==> src/rtl/line_roi_sampler.sv <==
// line_roi_sampler: line-scan peak detector with one programmable window per
// channel. Once per complete line it reports the window peak of each channel
// and a light/dark sample bit derived from per-channel thresholds.
// Window/threshold writes go to a shadow copy that becomes active only at line
// boundaries (line completion, line abort, or while enable is low).
// Optional build macro: ROI_HYSTERESIS_EN adds a per-channel low threshold and
// makes the sample bit a set/clear hysteresis decision instead of a plain
// compare against the high threshold.
module line_roi_sampler #(
  parameter int CHANNELS          = 3,
  parameter int PIXEL_WIDTH       = 8,
  parameter int INDEX_WIDTH       = 11,
  parameter int DARK_PIXELS       = 16,
  parameter int LINE_PIXELS       = 1024,
  parameter int DEFAULT_STRIDE    = 256,
  parameter int DEFAULT_WIDTH     = 32,
  parameter int DEFAULT_THRESHOLD = 96
) (
  input  logic                            clock,
  input  logic                            reset,
  input  logic                            enable,
  input  logic                            line_start,
  input  logic                            pixel_valid,
  input  logic [PIXEL_WIDTH-1:0]          pixel_data,
  input  logic                            cfg_write,
  input  logic [3:0]                      cfg_channel,
  input  logic [1:0]                      cfg_field,
  input  logic [INDEX_WIDTH-1:0]          cfg_value,
  output logic [CHANNELS-1:0]             sample,
  output logic                            sample_valid,
  output logic [CHANNELS*PIXEL_WIDTH-1:0] peak,
  output logic                            short_line,
  output logic [CHANNELS-1:0]             cfg_error,
  output logic [15:0]                     line_count
);

  localparam int LINE_LEN = DARK_PIXELS + LINE_PIXELS;
  localparam logic [INDEX_WIDTH-1:0] LAST_IDX = INDEX_WIDTH'(LINE_LEN - 1);
  localparam logic [PIXEL_WIDTH-1:0] DEF_THR  = PIXEL_WIDTH'(DEFAULT_THRESHOLD);

  function automatic logic [PIXEL_WIDTH-1:0] pix_max(input logic [PIXEL_WIDTH-1:0] a,
                                                     input logic [PIXEL_WIDTH-1:0] b);
    return (a > b) ? a : b;
  endfunction

  function automatic logic [INDEX_WIDTH-1:0] default_start(input int k);
    return INDEX_WIDTH'(DARK_PIXELS + 2 + k * DEFAULT_STRIDE);
  endfunction

  function automatic logic [INDEX_WIDTH-1:0] default_stop(input int k);
    return INDEX_WIDTH'(DARK_PIXELS + 2 + k * DEFAULT_STRIDE + DEFAULT_WIDTH);
  endfunction

`ifdef ROI_HYSTERESIS_EN
  // Set above high, clear below low, otherwise keep the previous decision.
  function automatic logic hyst_decide(input logic [PIXEL_WIDTH-1:0] pk,
                                       input logic [PIXEL_WIDTH-1:0] hi,
                                       input logic [PIXEL_WIDTH-1:0] lo,
                                       input logic                   prev);
    if (pk > hi) return 1'b1;
    if (pk < lo) return 1'b0;
    return prev;
  endfunction
`endif

  // ---- stage p0: pixel acceptance, effective index and line events ----
  logic [INDEX_WIDTH-1:0] idx;
  logic                   accept_p0;
  logic [INDEX_WIDTH-1:0] eff_idx_p0;
  logic                   abort_p0;
  logic                   done_p0;
  logic                   copy_p0;

  assign accept_p0  = enable & pixel_valid;
  // A line_start pixel is always index 0, whatever the counter says.
  assign eff_idx_p0 = line_start ? '0 : idx;
  assign abort_p0   = accept_p0 & line_start & (idx != '0);
  assign done_p0    = accept_p0 & (eff_idx_p0 == LAST_IDX);
  // Shadow config becomes active only where no line is being accumulated.
  assign copy_p0    = done_p0 | abort_p0 | ~enable;

  // Pixel index counter; stalls on gaps, restarts at line end or line_start.
  always_ff @(posedge clock or posedge reset) begin
    if (reset) begin
      idx <= '0;
    end else if (!enable) begin
      idx <= '0;
    end else if (accept_p0) begin
      idx <= done_p0 ? '0 : eff_idx_p0 + 1'b1;
    end
  end

  // ---- stage p1: per-line event pulses and completed-line counter ----
  always_ff @(posedge clock or posedge reset) begin
    if (reset) begin
      sample_valid <= 1'b0;
      short_line   <= 1'b0;
      line_count   <= '0;
    end else begin
      sample_valid <= done_p0;
      short_line   <= abort_p0;
      if (done_p0) line_count <= line_count + 16'd1;
    end
  end

  for (genvar k = 0; k < CHANNELS; k++) begin : g_ch
    logic [INDEX_WIDTH-1:0] sh_start, sh_stop, act_start, act_stop;
    logic [PIXEL_WIDTH-1:0] sh_high, act_high;
`ifdef ROI_HYSTERESIS_EN
    logic [PIXEL_WIDTH-1:0] sh_low, act_low;
`endif
    logic [PIXEL_WIDTH-1:0] run_max, peak_q, base_p0, fold_p0;
    logic                   sample_q, win_ok, in_win_p0, sel_p0, next_sample_p0;

    // Channel numbers without a generate instance never match, so
    // out-of-range writes fall through silently.
    assign sel_p0    = cfg_write && ({1'b0, cfg_channel} == 5'(k));
    assign win_ok    = act_start < act_stop;
    assign in_win_p0 = win_ok && (eff_idx_p0 >= act_start) && (eff_idx_p0 < act_stop);
    // An aborted line contributes nothing to the new line's maximum.
    assign base_p0   = abort_p0 ? '0 : run_max;
    assign fold_p0   = in_win_p0 ? pix_max(base_p0, pixel_data) : base_p0;

`ifdef ROI_HYSTERESIS_EN
    assign next_sample_p0 = win_ok ? hyst_decide(fold_p0, act_high, act_low, sample_q) : 1'b0;
`else
    assign next_sample_p0 = win_ok && (fold_p0 > act_high);
`endif

    // Shadow configuration: written by the register port at any time.
    always_ff @(posedge clock or posedge reset) begin
      if (reset) begin
        sh_start <= default_start(k);
        sh_stop  <= default_stop(k);
        sh_high  <= DEF_THR;
`ifdef ROI_HYSTERESIS_EN
        sh_low   <= DEF_THR;
`endif
      end else if (sel_p0) begin
        case (cfg_field)
          2'd0: sh_start <= cfg_value;
          2'd1: sh_stop  <= cfg_value;
          2'd2: sh_high  <= cfg_value[PIXEL_WIDTH-1:0];
`ifdef ROI_HYSTERESIS_EN
          2'd3: sh_low   <= cfg_value[PIXEL_WIDTH-1:0];
`endif
          default: ;
        endcase
      end
    end

    // Active configuration: refreshed from shadow at line boundaries only.
    always_ff @(posedge clock or posedge reset) begin
      if (reset) begin
        act_start <= default_start(k);
        act_stop  <= default_stop(k);
        act_high  <= DEF_THR;
`ifdef ROI_HYSTERESIS_EN
        act_low   <= DEF_THR;
`endif
      end else if (copy_p0) begin
        act_start <= sh_start;
        act_stop  <= sh_stop;
        act_high  <= sh_high;
`ifdef ROI_HYSTERESIS_EN
        act_low   <= sh_low;
`endif
      end
    end

    // Running window maximum; published as peak/sample on the last pixel.
    always_ff @(posedge clock or posedge reset) begin
      if (reset) begin
        run_max  <= '0;
        peak_q   <= '0;
        sample_q <= 1'b0;
      end else if (!enable) begin
        run_max  <= '0;
      end else if (accept_p0) begin
        if (done_p0) begin
          run_max  <= '0;
          peak_q   <= win_ok ? fold_p0 : '0;
          sample_q <= next_sample_p0;
        end else begin
          run_max  <= fold_p0;
        end
      end
    end

    assign peak[k*PIXEL_WIDTH +: PIXEL_WIDTH] = peak_q;
    assign sample[k]                          = sample_q;
    assign cfg_error[k]                       = ~win_ok;
  end

endmodule

==> config.mk <==
export PLATFORM = sky130hd
export DESIGN_NAME = line_roi_sampler
export DESIGN_NICKNAME = d
export VERILOG_FILES = /design/src/rtl/line_roi_sampler.sv
export SDC_FILE = /design/constraint.sdc
export NUM_CORES = 1
export LEC_CHECK = 0
export CORE_MARGIN = 5
export CORE_UTILIZATION = 30
export CTS_CLUSTER_DIAMETER = 40
export CTS_CLUSTER_SIZE = 16
export DETAILED_ROUTE_END_ITERATION = 12
export SYNTH_ARGS = -nofsm -noshare
export SYNTH_HDL_FRONTEND = slang
export SYNTH_SLANG_ARGS = --single-unit
export TNS_END_PERCENT = 5
==> constraint.sdc <==
create_clock -name clock -period 16.2 [get_ports clock]
set_clock_uncertainty 0.1 [all_clocks]
set_input_delay 2.43 -clock clock [delete_from_list [all_inputs] [get_ports clock]]
set_output_delay 2.43 -clock clock [all_outputs]
set_load 0.05 [all_outputs]
Yosys cells after proc, flatten, opt, wreduce, memory -nomap -nowiden
Index checks and enable logic that the tools add are counted.
{ "word_totals": {"out_inout_bits": 48, "input_bits": 31, "regBits": 260, "wordCells": 114} }
{ "classes": {"addsub": 2, "reduce_logical": 25, "order_cmp": 15, "n_bitwise": 10, "n_eq_ne": 6, "muxes": 25} }
{ "ops": {"columns": ["op", "count"], "rows": [
  ["$mux 8", 21],
  ["$lt 11x11->1", 6],
  ["$gt 8x8->1", 6],
  ["$mux 11", 4],
  ["$ge 11x11->1", 3],
  ["$reduce_and 2->1", 9],
  ["$add 16x1->16 const B", 1],
  ["$logic_and 1x1->1", 12],
  ["$add 11x1->11 const B", 1],
  ["$eq 11x11->1 const B", 1],
  ["$reduce_bool 11->1", 1],
  ["$and 1x1->1", 4],
  ["$eq 4x1->1 const B", 1],
  ["$eq 4x2->1 const B", 1],
  ["$logic_not 4->1", 1],
  ["$not 1->1", 4],
  ["$reduce_and 3->1", 1],
  ["$eq 2x1->1 const B", 1],
  ["$eq 2x2->1 const B", 1],
  ["$logic_not 2->1", 1],
  ["$ne 2x1->1 const B", 1],
  ["$or 1x1->1", 2]
]} }

Longest topological paths before layout
{ "depth": {"word_depth": 10, "depth_mapped": 23, "ltp_nobuf": 19} }

Worst setup path before layout
Ideal clock, no wire load.
{ "synth_path": {"path_kind": "input to register", "startpoint": "input line_start", "endpoint": "register g_ch[2].sample_q", "cell_stages": 20, "n_path_buf": 4, "setup_ps": 121, "slack_ps": 9886, "arrival_time_ps": 6093, "required_ps": 15979, "path_cell_list": "nand3_1 > or2_1 > clkbuf_1 > clkbuf_1 > and2_0 > buf_2 > ha_1 > nor2b_1 > o211ai_1 > a21oi_1 > or2_2 > buf_6 > nor4_4 > mux2_2 > ha_1 > a21o_1 > a21o_1 > a21oi_1 > o21ai_0 > a22o_1"} }
{ "synth_via": {"elab_chain_len": 8, "elab_cells_between_ends": 16, "classes_between": "4 x order compare; 1 x eq/ne; 4 x mux; 3 x bitwise; 4 x reduce/logical"} }
{ "synth_rtl": {"columns": ["item", "line_no", "source"], "rows": [
  ["start: declaration", "22", "input logic line_start,"],
  ["$and 1x1->1 (2 in a row)", "77", "assign abort_p0 = accept_p0 & line_start & (idx != '0);"],
  ["$mux 8", "121", "assign base_p0 = abort_p0 ? '0 : run_max;"],
  ["$gt 8x8->1", "43", "return (a > b) ? a : b;"],
  ["$mux 8", "43", null],
  ["$mux 8", "122", "assign fold_p0 = in_win_p0 ? pix_max(base_p0, pixel_data) : base_p0;"],
  ["$gt 8x8->1", "127", "assign next_sample_p0 = win_ok && (fold_p0 > act_high);"],
  ["$logic_and 1x1->1", "127", null],
  ["end signal: assignment", "183", "sample_q <= next_sample_p0;"],
  ["end: declaration", "113", "logic sample_q, win_ok, in_win_p0, sel_p0, next_sample_p0;"]
]} }
Several ways; a longest one is shown, not always the timed one.
A chain may end at the register's enable or synchronous reset.

Worst setup path in the final report
{ "layout_path": {"startpoint": "input line_start", "endpoint": "register g_ch[1].sample_q"} }
{ "layout_via": {"elab_chain_len": 8, "elab_cells_between_ends": 16, "classes_between": "4 x order compare; 1 x eq/ne; 4 x mux; 3 x bitwise; 4 x reduce/logical"} }
{ "layout_rtl": {"columns": ["item", "line_no"], "rows": [
  ["$and 1x1->1 (2 in a row)", "77"],
  ["$mux 8", "121"],
  ["$gt 8x8->1", "43"],
  ["$mux 8", "43"],
  ["$mux 8", "122"],
  ["$gt 8x8->1", "127"],
  ["$logic_and 1x1->1", "127"],
  ["end signal: assignment", "183"],
  ["end: declaration", "113"]
]} }
Several ways; a longest one is shown, not always the timed one.

==> metrics.cfg <==
[run_status]
status = complete, no violations

[setup_path]
r2r-end = g_ch[1].sample_q
crit_required_ns = 16.55
end_kind = register
path_max_fanout = 25
crit_type = input pin to register
cp.arrival_ns = 8.03
critPathSlowestCell = or3_1
rrSetupSlack_ns = 10.11
r2r-start = idx[7]
crit_chain = clkdlybuf4s50_1 > nand3_1 > or2_1 > and2_1 > inv_1 > ha_1 > and4_1 > nand2b_1 > nand2_1 > nand4_1 > or3_1 > mux2_2 > ha_1 > a21o_1 > a21o_1 > a21oi_1 > o21a_1 > o21ai_0
cp-start-kind = input pin
cp_slowest_stage_delay_ns = 0.82
reg2regPathDepth = 18

[hold_path]
hp-class = register to register
hp-start = g_ch[0].sh_stop[5]
whs_path_depth = 2
min_to = g_ch[0].act_stop[5]

[floorplan]
io_pins = 79
dieArea_um2 = 54800
die_x_um = 234
row_count = 82
coreArea_um2 = 50000
start_util_pct = 30.2
die_h_um = 234

[yosys]
ys_types = 63
synth_ff_type = dfrtp_1
postSynthAreaPerCell_um2 = 10.1
synthTopCellsByCount = 210 x dfrtp_1, 169 x nand2_1, 143 x ha_1
seq_area_frac_synth_pct = 43.6
synth_nets = 1670
yosysMostFrequentCell = dfrtp_1
synthCells = 1496
yosysTopAreaCell = dfrtp_1
synthArstFlopShare_pct = 100
yosys_warnings = 0
synth_edf_count = 0
synth.area.top_cells = dfrtp_1 35%, ha_1 12%, dfstp_2 8.7%
netlist_area_um2 = 15100
yosys.area.top_type_share_pct = 34.9
ys_seq_elements = 260

[cts]
clkTransAtPathRegs_ns = 0.06
htree_num_levels = 2
cts_root_buffer = clkbuf_16
cts_buffers = 47
cts_buffer_depth = 3
cts.sinks = 260
clk_latency_ns = 0.58
postCtsSetupBuffers = 0
cts_tree = built
cts_hold_buf = 0
cts-resized-gates = 0

[route]
avgViaCountPerCell = 5.28
drt-initial-drc-count = 873
drtPass1Iterations = 5
totalWireLength_mm = 43.1
drcViolationCount = 0
dr_total_vias = 11954
ant_nets = 0
wl_per_cell_um = 19.0

[global_route]
track_usage_pct = 15.6
antenna_found_initial = 0
grt_pass1_vias = 11872
grt_overflow = 0
grt_pass1_wl_mm = 67.4
grt_max_degree = 92

[power]
power_density_nw_per_um2 = 127
ir_worst_vdd_mv = 0.0881
p_leak_nw = 8.07

[sta]
slew_headroom_pct = 13.6
tns_ns = 0
rsz0062_at_grt = false
slew_violations = 0
setup_viol = 0
fmax_mhz = 130
final_hold_viol_count = 0
finalCriticalPeriod_ns = 7.68
tightest_slew_ns = 1.30
timing.final.crit_share_pct = 47.4

[placement]
place_inst = 2175
port_buffers = 78
dp_hpwl_mm = 29.9
place.gp.congestion = 0.879

[layout]
antenna_cells = 0
fin_nets = 1726
fin_cells = 2263
drive_gt1_share_pct = 18.3
nFillCells = 4954
area_growth_pct = 20.3

[run]
cap_violations = 0

-- how the worst max path moves through the flow --
stage                from             endpoint  cells past startpoint
2_1_floorplan       reset  g_ch[0].act_high[0]                      1
3_3_place_gp   line_start     g_ch[1].sample_q                     18
3_5_place_dp   line_start     g_ch[1].sample_q                     18
4_1_cts        line_start     g_ch[1].sample_q                     18
5_1_grt        line_start     g_ch[1].sample_q                     18
6_report       line_start     g_ch[1].sample_q                     18
-- power by group --
part           switching (mW)  internal, mW  total [mW]
combinational           0.343         0.183       0.526
sequential             0.0313         0.731       0.762
clock                   0.371         0.645        1.02
total                   0.746          1.56        2.30
-- worst max-delay path: cells and delay by family --
kind	cells	cell delay (ns)
buffers and inverters	2	0.78
adders and majority gates	2	0.56
AOI/OAI and AO/OA	5	0.70
and+or+nand+nor	8	3.22
muxes	1	0.33
-- logic make-up (layout without fill, tap and decap cells) --
group	after synthesis	after routing	synth area share (%)
fa+ha+maj	143	143	11.9
mux	123	123	9.34
buf+inv	191	286	5.10
flops	260	260	43.6
simple gates	439	439	15.1
compound gates	322	322	14.0
xor+xnor	18	18	1.05
-- layout make-up --
| class | count | area [um^2] | area share, % |
|---|---|---|---|
| multi-input cells | 1045 | 7780 | 42.9 |
| flip-flops and latches | 260 | 6570 | 36.2 |
| clock buffers | 57 | 1250 | 6.91 |
| repair buffers | 98 | 931 | 5.13 |
| well taps | 672 | 841 | 4.64 |
| clock inverters | 31 | 383 | 2.11 |
| inverters | 100 | 383 | 2.11 |
-- cells in the final DEF, fill, tap and decap left out, types with 12 or more instances in the layout --
cell,n
a21o_1,12
a21oi_1,49
o211ai_1,24
o311ai_0,24
and2_1,29
a32oi_1,32
nor3_1,24
clkbuf_16,47
nand4_1,54
o21ai_0,123
nand2_1,169
nor2_1,20
clkdlybuf4s50_1,78
nand3_1,55
inv_1,99
nor2b_1,20
ha_1,143
buf_4,20
dfrtp_1,210
mux2_2,113
nand2b_1,12
dfstp_2,50
xnor2_1,13
-- flip-flops by register name, indices dropped and copies added, names as in the netlist --
| signal | flops |
|---|---|
| g_ch.sh_high | 24 |
| line_count | 16 |
| g_ch.act_high | 24 |
| sample_valid | 1 |
| g_ch.run_max | 24 |
| g_ch.act_start | 33 |
| g_ch.act_stop | 33 |
| g_ch.peak_q | 24 |
| idx | 11 |
| g_ch.sh_start | 33 |
| g_ch.sample_q | 3 |
| short_line | 1 |
| g_ch.sh_stop | 33 |
-- layer usage --
| layer | up-vias | global-route usage [%] | wire length [um] |
|---|---|---|---|
| met1 | 5905 | 22.1 | 20000 |
| met3 | 88 | 3.52 | 3060 |
| met2 | 390 | 23.6 | 18800 |
| li1 | 5571 | - | - |
| met4 | 0 | 5.08 | 1250 |
| met5 | - | 0 | 0 |
-- per-stage QoR --
step / utilization (%) / power (mW) / hold slack [ns] / cell area [um^2] / setup WS [ns]
floorplan: - / 1.14 / 0.344 / 15100 / 6.60
global placement: 33.0 / 1.27 / 0.353 / 16500 / 8.11
detailed placement: 33.0 / 1.29 / 0.359 / 16500 / 7.97
CTS: 36.3 / 2.32 / 0.355 / 18100 / 8.60
global route: 36.3 / 2.42 / 0.375 / 18100 / 8.03
finish: 36.3 / 2.30 / 0.359 / 18100 / 8.52
Power figures use the tool's default switching activity.
